<file path="src/rtl/led_spike_monitor.sv">
// led_spike_monitor: per-neuron spike counting over fixed windows, winner pick and LED display
module led_spike_monitor #(
  parameter int CLK_FREQ_HZ = 100000000,
  parameter int FAST_WIN_HZ = 1000,
  parameter int NUM_NEURONS = 8
) (
  input  logic                   S_AXI_ACLK,
  input  logic                   Local_Reset,
  input  logic [31:0]            cfg,
  input  logic [NUM_NEURONS-1:0] spike_in,
  output logic [NUM_NEURONS-1:0] leds,
  output logic [3:0]             winner,
  output logic                   winner_valid,
  output logic                   window_tick,
  output logic                   gpio3
);
  localparam int WW = $clog2(CLK_FREQ_HZ + 1);
  localparam logic [WW-1:0] FAST_LAST = WW'(CLK_FREQ_HZ / FAST_WIN_HZ - 1);
  localparam logic [WW-1:0] SLOW_LAST = WW'(CLK_FREQ_HZ - 1);
  logic [WW-1:0] win_cnt;
  logic [7:0] pwm_cnt;
  logic slow_q, mode_chg, tick, val_nx;
  logic [7:0] cnt [NUM_NEURONS];
  logic [7:0] cnt_nx [NUM_NEURONS];
  logic [7:0] latched_cnt [NUM_NEURONS];
  logic [3:0] best_idx, win_nx;
  logic [7:0] best_val;
  logic [NUM_NEURONS-1:0] pwm_led, led_nx;
  logic unused_cfg;
  assign unused_cfg = ^{cfg[31:NUM_NEURONS+8], cfg[7:6], cfg[4], cfg[2]};
  // a window-length change restarts the window instead of ending it
  assign mode_chg = slow_q ^ cfg[3];
  assign tick = !mode_chg && win_cnt == (slow_q ? SLOW_LAST : FAST_LAST);
  assign window_tick = tick;
  // saturating next counts, winner search over them (strict > keeps lowest index on ties), PWM compare
  always_comb begin
    best_idx = '0;
    best_val = '0;
    for (int i = 0; i < NUM_NEURONS; i++) begin
      cnt_nx[i] = cnt[i] + {7'd0, spike_in[i] && cnt[i] != 8'hff};
      pwm_led[i] = latched_cnt[i] > pwm_cnt;
      if (cnt_nx[i] > best_val) begin
        best_idx = 4'(i);
        best_val = cnt_nx[i];
      end
    end
  end
  // next winner and LED selection; leds track the winner value being registered alongside
  always_comb begin
    win_nx = tick ? best_idx : winner;
    val_nx = tick ? best_val != 8'd0 : winner_valid;
    led_nx = cfg[1] ? cfg[NUM_NEURONS+7:8] : cfg[0] ? pwm_led :
             val_nx ? NUM_NEURONS'(1) << win_nx : '0;
  end
  // window timing, PWM ramp and registered outputs
  always_ff @(posedge S_AXI_ACLK or posedge Local_Reset)
    if (Local_Reset) begin
      slow_q <= 1'b0;
      win_cnt <= '0;
      pwm_cnt <= '0;
      winner <= '0;
      winner_valid <= 1'b0;
      leds <= '0;
      gpio3 <= 1'b0;
    end else begin
      slow_q <= cfg[3];
      win_cnt <= (mode_chg || tick) ? '0 : win_cnt + WW'(1);
      pwm_cnt <= pwm_cnt == 8'd254 ? 8'd0 : pwm_cnt + 8'd1;
      winner <= win_nx;
      winner_valid <= val_nx;
      leds <= led_nx;
      gpio3 <= cfg[5];
    end
  // spike counters restart every window; the tick-cycle spike lands only in the latched value
  always_ff @(posedge S_AXI_ACLK or posedge Local_Reset)
    if (Local_Reset) begin
      for (int i = 0; i < NUM_NEURONS; i++) begin
        cnt[i] <= '0;
        latched_cnt[i] <= '0;
      end
    end else begin
      for (int i = 0; i < NUM_NEURONS; i++) begin
        cnt[i] <= (mode_chg || tick) ? 8'd0 : cnt_nx[i];
        if (tick) latched_cnt[i] <= cnt_nx[i];
      end
    end
endmodule

</file>
<file path="config.mk">
export PLATFORM = sky130hd
export DESIGN_NAME = led_spike_monitor
export DESIGN_NICKNAME = d
export VERILOG_FILES = /design/src/rtl/led_spike_monitor.sv
export SDC_FILE = /design/constraint.sdc
export NUM_CORES = 1
export LEC_CHECK = 0
export BUFFER_PORTS_ARGS = -buffer_cell sky130_fd_sc_hd__buf_2
export CAP_MARGIN = 0
export CORE_ASPECT_RATIO = 0.9
export CORE_UTILIZATION = 63
export DETAILED_ROUTE_END_ITERATION = 8
export PLACE_DENSITY = 0.8
export SYNTH_ARGS = -nofsm -noshare
export SYNTH_HDL_FRONTEND = slang
export SYNTH_SLANG_ARGS = --single-unit
</file>
<file path="constraint.sdc">
create_clock -name S_AXI_ACLK -period 17.7 [get_ports S_AXI_ACLK]
set_clock_uncertainty 0.2 [all_clocks]
set_input_delay 1.77 -clock S_AXI_ACLK [delete_from_list [all_inputs] [get_ports S_AXI_ACLK]]
set_output_delay 1.77 -clock S_AXI_ACLK [all_outputs]
set_load 0.05 [all_outputs]
</file>
# After elaboration in Yosys (flattened, before gate mapping)
# Cells that the tools add are included.
[word_totals]
ff_bits = 178
inputBits = 42
output_inout_bits = 15
[classes]
addsub = 10
n_lt_le_gt_ge = 16
n_eq_ne = 10
n_shift = 1
n_mux = 31
n_bitwise = 1
reduce_logical = 12
[op_table]
columns = ["cell", "n"]
rows = [
  ["$mux W8", 20],
  ["$gt A8 B8 Y1", 15],
  ["$add A8 B1 Y8", 8],
  ["$ne A8 B8 Y1 const B", 8],
  ["$mux W27", 2],
  ["$mux W4", 7],
  ["$add A27 B1 Y27 const B", 1],
  ["$eq A27 B27 Y1", 1],
  ["$logic_and A1 B1 Y1", 9],
  ["$add A8 B1 Y8 const B", 1],
  ["$eq A8 B8 Y1 const B", 1],
  ["$gt A8 B1 Y1 const B", 1],
  ["$reduce_bool A8 Y1", 1],
  ["$shl A1 B4 Y8 const A", 1],
  ["$mux W1", 2],
  ["$logic_not A1 Y1", 1],
  ["$logic_or A1 B1 Y1", 1],
  ["$xor A1 B1 Y1", 1],
]

# Depth between registers and ports, before layout
# Gate-level depths: netlist of run 1.
[logic_depth]
ltp_word = 24
mapped_depth = 80
ltp_nobuf = 75

# Least setup slack after synthesis of run 1
# OpenSTA, ideal clock, no wires.
[synth_path]
path_type = "input to register"
from = "input port spike_in[1]"
to = "register leds[2]"
setup_time_ns = 0.127
arrival_time_ns = 14.768
setup_slack_ns = 2.605
path_stages = 65
path_buffers = 5
path_cell_list = "o21a_1 ha_1 ha_1 nand2_1 xor2_1 inv_1 ha_1 nand4_1 or2_2 nand2_1 and2_1 clkbuf_1 o21ai_0 ha_1 a211oi_1 nor2_1 o31ai_2 or2_2 (+29 left out) o21a_1 o21ai_0 nand2b_1 a21oi_1 o21ai_0 o21ai_1 clkbuf_1 mux2_2 ha_1 nand3_1 o21ai_0 and2_1 nor2b_1 a21o_1 a31oi_1 inv_1 nand3_1 o21ai_1"
[synth_lines]
columns = ["element", "line_no", "text"]
rows = [
  ["start: declaration", "10", "input logic [NUM_NEURONS-1:0] spike_in,"],
  ["end signal: assignment", "71", "leds <= led_nx;"],
  ["end: declaration", "11", "output logic [NUM_NEURONS-1:0] leds,"],
]

==> impl_metrics.tcl, run 1 <==
set metrics [dict create \
    status "finished clean" \
    required_ns 17.81 \
    ir_drop_uv 198 \
    final.fill_count 1386 \
    ys_ff_latch 178 \
    ios 57 \
    dp_slack_ns 0.675 \
    antenna_found_initial 0 \
    startpoint_type "input pin" \
    start_util_pct 64.6 \
    cpPeakStageDelay_ns 0.64 \
    cap_violations 0 \
    hold_viol_final 0 \
    grtUsageTotal_pct 30.8 \
    path_clk_slew_ns 0.07 \
    grt_pass1_vias 8816 \
    syn_nets 1435 \
    drive_above_1_share_pct 9.10 \
    viasPerCell 6.04 \
    cp_slowest_cell "or4_1" \
    ys_seq_area_share_pct 39.0 \
    min-delay-path-class "register to register" \
    synthCells 1256 \
    io_buffers 36 \
    cts_tree "yes" \
    setup_ws_ns 0.955 \
    cts.path.max_buffers 2 \
    gr-total-overflow 0 \
    critPathArrivalTime_ns 16.86 \
    grt_pass1_wl_mm 44.0 \
    powerDensity_mw_per_mm2 180 \
    netlist-cell-type-count 67 \
    path_max_fanout 11 \
    path_class "input pin to register" \
    syn_area_mm2 0.0114 \
    holdBufCountCts 0 \
    period_share_pct 94.6 \
    gp_congestion 0.900 \
    cts_inserted_buffers 17 \
    die_w_um 144 \
    yosysTopAreaCellShare_pct 39.0 \
    avgSynthCellArea_um2 9.08 \
    dr.first_iter.drc_count 766 \
    numClockSinks 178 \
    whs_ns 0.285 \
    finalMaxSlewViolations 0 \
    finalNonFillerCells 1537 \
    cts.root.buffer_cell "clkbuf_16" \
    synth_flop_cell "dfrtp_1" \
    core_mm2 0.0177 \
    tightest_slew_ns 1.14 \
    synth_area_leader_cell "dfrtp_1" \
    vias 9276 \
    first_pass_iters 6 \
    area_delta_synth_final_pct 8.61 \
    finalSetupTns_ns 0 \
    hpwlAfterDp_mm 19.4 \
    rsz0062_at_grt "no" \
    num-nets-final 1464 \
    wirelength_mm 27.2 \
    power_leakage_uw 0.00614 \
    cp-end-kind "register" \
    htreeDepth 4 \
    power_uw 2230 \
    yosys-top-cells-count "dfrtp_1 (178), ha_1 (137), nor2_1 (135), nand2_1 (117), o21ai_0 (105)" \
    synthArstFlopShare_pct 100 \
    die_h_um 130 \
    yosysMostFrequentCell "dfrtp_1" \
    finalCriticalPeriod_ns 16.75 \
    diodes 0 \
    synth_edf_count 0 \
    yosys_warnings 0 \
    drc_errors 0 \
    dp_cells 1506 \
    dieArea_mm2 0.0187 \
    slew_headroom_pct 23.8 \
    clk_latency_ns 0.44 \
    max_freq_ghz 0.0597 \
    drt-wirelength-per-cell_um 17.7 \
    finalSetupViolCount 0 \
    grt_max_degree 126 \
    fp-row-count 46 \
    synth_area_leaders "dfrtp_1 (39%), ha_1 (15%), o21ai_0 (4.6%)" \
    cpMostUsedCell "ha_1" \
    ant_nets 0 \
]
-- flip-flops by register name (all words and copies together) (netlist names) --
signal        cells
gpio3             1
winner            4
slow_q            1
winner_valid      1
win_cnt          27
pwm_cnt           8
cnt              64
leds              8
latched_cnt      64
-- stage by stage --
stage / area, um2 / util, %
after floorplan: 11400 / -
after global placement: 11800 / 66.9
after detailed placement: 11800 / 66.9
after CTS: 12400 / 70.1
after global routing: 12400 / 70.1
final: 12400 / 70.1
-- critical path, delay by kind of cell --
| family | cells | cell delay (ns) |
|---|---|---|
| compound gates | 24 | 4.51 |
| simple gates | 24 | 5.15 |
| buf+inv | 4 | 0.55 |
| fa+ha+maj | 9 | 2.62 |
| xor+xnor | 1 | 0.27 |
| mux | 5 | 1.92 |
-- routing by layer --
layer	track usage, %	routed length [um]	vias to the layer above
met1	42.3	12700	4490
met2	48.8	12400	282
li1	-	-	4457
met4	10.8	622	0
met5	0	0	-
met3	6.10	1530	47
-- worst paths after layout --
path,start,to,slack [ns],cells past startpoint
min in group asynchronous,Local_Reset,latched_cnt[54]$_DFFE_PP0P_,1.31,2
hold / removal,latched_cnt[53]$_DFFE_PP0P_,latched_cnt[53]$_DFFE_PP0P_,0.28,2
setup reg to reg,cnt[50]$_DFF_PP0_,leds[3]$_DFF_PP0_,1.50,68
max in group asynchronous,Local_Reset,latched_cnt[26]$_DFFE_PP0P_,14.46,3
setup / recovery,spike_in[1],leds[3]$_DFF_PP0_,0.95,67
hold reg to reg,latched_cnt[53]$_DFFE_PP0P_,latched_cnt[53]$_DFFE_PP0P_,0.28,2
-- layout by cell type, fill, tap and decap left out, types with 36 or more instances in the layout --
master,count
xor2_1,53
buf_2,36
nand3_1,71
a21oi_1,57
dfrtp_1,178
inv_1,83
nor2_1,134
ha_1,137
o21ai_0,105
nand2_1,116
-- power by group --
part / switching [uW] / total, uW / internal (uW) / leakage (uW)
Clock: 167 / 369 / 202 / 0.000270
Combinational: 845 / 1430 / 589 / 0.00344
Sequential: 8.00 / 423 / 415 / 0.00243
Total: 1020 / 2230 / 1210 / 0.00614
-- final cells by class --
cell class                      instances  area (um2)  share of cell area [%]
Timing Repair Buffer                   43         233                    1.88
Inverter                               85         324                    2.62
Multi-Input combinational cell        960        6520                    52.6
Tap cell                              240         300                    2.42
Clock buffer                           21         460                    3.72
Clock inverter                         10         103                   0.828
Sequential cell                       178        4450                    35.9
-- timing repair --
| item | 4_1_cts | 5_1_grt |
|---|---|---|
| resized for setup | 0 | 1 |
| endpoints found under the setup margin | 0 | 6 |
| buffers inserted | 0 | 0 |
-- cell families after synthesis --
family | share of synthesized area (%)
AND/OR/NAND/NOR | 19.2
AO/OA/AOI/OAI | 13.9
flip-flops | 39.0
adder cells (fa/ha/maj) | 15.0
buffers and inverters | 3.95
XOR/XNOR | 6.13
multiplexers | 2.82
(Power assumes the default switching activity.)
==> run 2, diff against run 1 <==
--- a/config.mk
+++ b/config.mk
@@ -9,6 +9,7 @@
 export CAP_MARGIN = 0
 export CORE_ASPECT_RATIO = 0.9
 export CORE_UTILIZATION = 63
+export CTS_CLUSTER_SIZE = 8
 export DETAILED_ROUTE_END_ITERATION = 8
 export PLACE_DENSITY = 0.8
 export SYNTH_ARGS = -nofsm -noshare
==> constraint.sdc (replaced) <==
create_clock -name S_AXI_ACLK -period 17.2 [get_ports S_AXI_ACLK]
set_clock_uncertainty 0.2 [all_clocks]
set_input_delay 1.72 -clock S_AXI_ACLK [delete_from_list [all_inputs] [get_ports S_AXI_ACLK]]
set_output_delay 1.72 -clock S_AXI_ACLK [all_outputs]
set_load 0.05 [all_outputs]
==> run 2 against run 1 <==
  * First-iteration DRC count down 22%
  * Count of clock-buffer cells in the layout down 2
  * Die area stayed put
  * Flip-flop and latch count unchanged
  * Combinational power is essentially flat
  * Cell count unchanged
  * Routed wire length decreased by 0.96%
  * Worst hold slack got worse by 0.0035 ns
  * Global-route usage down 0.37 points
  * Critical path depth fell by 1
  * Non-clock buffer count is the same
  * Via count shrank 0.23%
  * Critical endpoint is now leds[2]$_DFF_PP0_
  * Largest power group unchanged
==> impl_metrics.tcl, run 2 (synthesis gave the netlist of run 1 again) <==
set metrics [dict create \
    finalSetupViolCount 0 \
    final_common_cell "dfrtp_1" \
    slew_headroom_pct 25.3 \
    met3_usage_pct 5.40 \
    htreeDepth 4 \
    finalCriticalPeriod_ns 16.14 \
    fp-row-count 46 \
    busiest_layer "met2" \
    num-nets-final 1464 \
    critPathArrivalTime_ns 16.26 \
    first_pass_iters 5 \
    dr.first_iter.drc_count 600 \
    tightest_slew_ns 1.12 \
    path_class "input pin to register" \
    mostFrequentLayoutCells "dfrtp_1 (178), ha_1 (137), nor2_1 (134)" \
    period_share_pct 93.9 \
    ir_drop_uv 148 \
    cts.path.max_buffers 2 \
    max_freq_ghz 0.0619 \
    cp_slowest_cell "or4_1" \
    grt_max_degree 126 \
    finalMaxSlewViolations 0 \
    dieArea_mm2 0.0187 \
    diodes 0 \
    top_regs "cnt (64), latched_cnt (64), win_cnt (27)" \
    path_clk_slew_ns 0.07 \
    ff2ff_path_depth 67 \
    ant_nets 0 \
    finalSetupTns_ns 0 \
    place_area_mm2 0.0118 \
    gr-total-overflow 0 \
    die_w_um 144 \
    powerDensity_mw_per_mm2 183 \
    dp_slack_ns 0.575 \
    cts_tree "yes" \
    setup_ws_ns 1.06 \
    viasPerCell 6.02 \
    start_util_pct 64.6 \
    antenna_found_initial 0 \
    ios 57 \
    io_buffers 36 \
    clk_latency_ns 0.45 \
    path_max_fanout 11 \
    use_met2_pct 48.4 \
    wirelength_mm 27.0 \
    grt_pass1_vias 8833 \
    status "finished clean" \
    power_leakage_uw 0.00614 \
    stdcell_area_mm2 0.0124 \
    fin_util_pct 70.0 \
    min-delay-path-class "register to register" \
    cp_num_buf_inv 3 \
    numClockSinks 178 \
    die_h_um 130 \
    cp_top_family "compound AO/OA/AOI/OAI gates" \
    met1_usage_pct 41.6 \
    hold_viol_final 0 \
    drive_above_1_share_pct 9.25 \
    cp.depth 66 \
    post_cts.repair.setup_buffers 0 \
    r2r_slack_ns 1.56 \
    hpwlAfterDp_mm 19.5 \
    core_mm2 0.0177 \
    drc_errors 0 \
    grt_pass1_wl_mm 43.5 \
    area_delta_synth_final_pct 8.43 \
    cpMostUsedCell "ha_1" \
    hold_depth 2 \
    vias 9255 \
    cap_violations 0 \
    cpPeakStageDelay_ns 0.62 \
    required_ns 17.32 \
    drt-wirelength-per-cell_um 17.6 \
    cts.root.buffer_cell "clkbuf_16" \
    startpoint_type "input pin" \
    cts_inserted_buffers 17 \
    gp_congestion 0.902 \
    cp-end-kind "register" \
    grtUsageTotal_pct 30.5 \
]
run 2: cell types whose count changed in the layout (fill, tap and decap cells not counted), sizes merged:
cell / previous run / this run
bufinv: 1 / 0
clkinv: 5 / 4
clkinvlp: 2 / 1
inv: 87 / 92
clkbuf: 21 / 19
run 2: stage by stage:
| stage | hold WS [ns] | power, uW | cells |
|---|---|---|---|
| final | 0.281 | 2260 | 1537 |
| after global routing | 0.302 | 2400 | 1537 |
| after CTS | 0.286 | 2240 | 1537 |
| after detailed placement | 0.271 | 1850 | 1506 |
| after global placement | 0.262 | 1820 | 1506 |
| after floorplan | 0.243 | 1550 | 1256 |
run 2: path summary, 6_finish.rpt:
kind                                               end                   startpoint
min reg2reg                latched_cnt[40]$_DFFE_PP0P_  latched_cnt[40]$_DFFE_PP0P_
min                        latched_cnt[40]$_DFFE_PP0P_  latched_cnt[40]$_DFFE_PP0P_
max reg2reg                          leds[2]$_DFF_PP0_            cnt[50]$_DFF_PP0_
min in group asynchronous  latched_cnt[54]$_DFFE_PP0P_                  Local_Reset
max                                  leds[2]$_DFF_PP0_                  spike_in[1]
max in group asynchronous            cnt[61]$_DFF_PP0_                  Local_Reset
run 2: tightest hold or removal path, stage by stage, from the launching register on:
cell	delay, ns
dfrtp_1	0.35
nand2_1	0.04
o21ai_0	0.06
run 2: timing repair:
action / in CTS / in global routing
hold buffers: 0 / 0
resized for setup: 0 / 4
setup endpoints to repair: 0 / 10
run 2: area by class of cell:
cell class / count / area (um2)
multi-input combinational: 960 / 6520
fill: 1369 / 5300
sequential: 178 / 4450
clock buffer: 19 / 443
inverter: 85 / 324
tap: 240 / 300
timing repair buffer: 43 / 233
clock inverter: 12 / 98.8
run 2: power by group:
part | switching [uW] | internal (uW) | leakage, uW
Combinational | 864 | 595 | 0.00344
Sequential | 8.02 | 427 | 0.00243
Clock | 177 | 191 | 0.000267
run 2: routing by layer:
metal | routed length, um | part of all wire, %
met5 | 0 | 0
met4 | 633 | 2.3
met3 | 1640 | 6.1
met2 | 12300 | 46
met1 | 12400 | 46
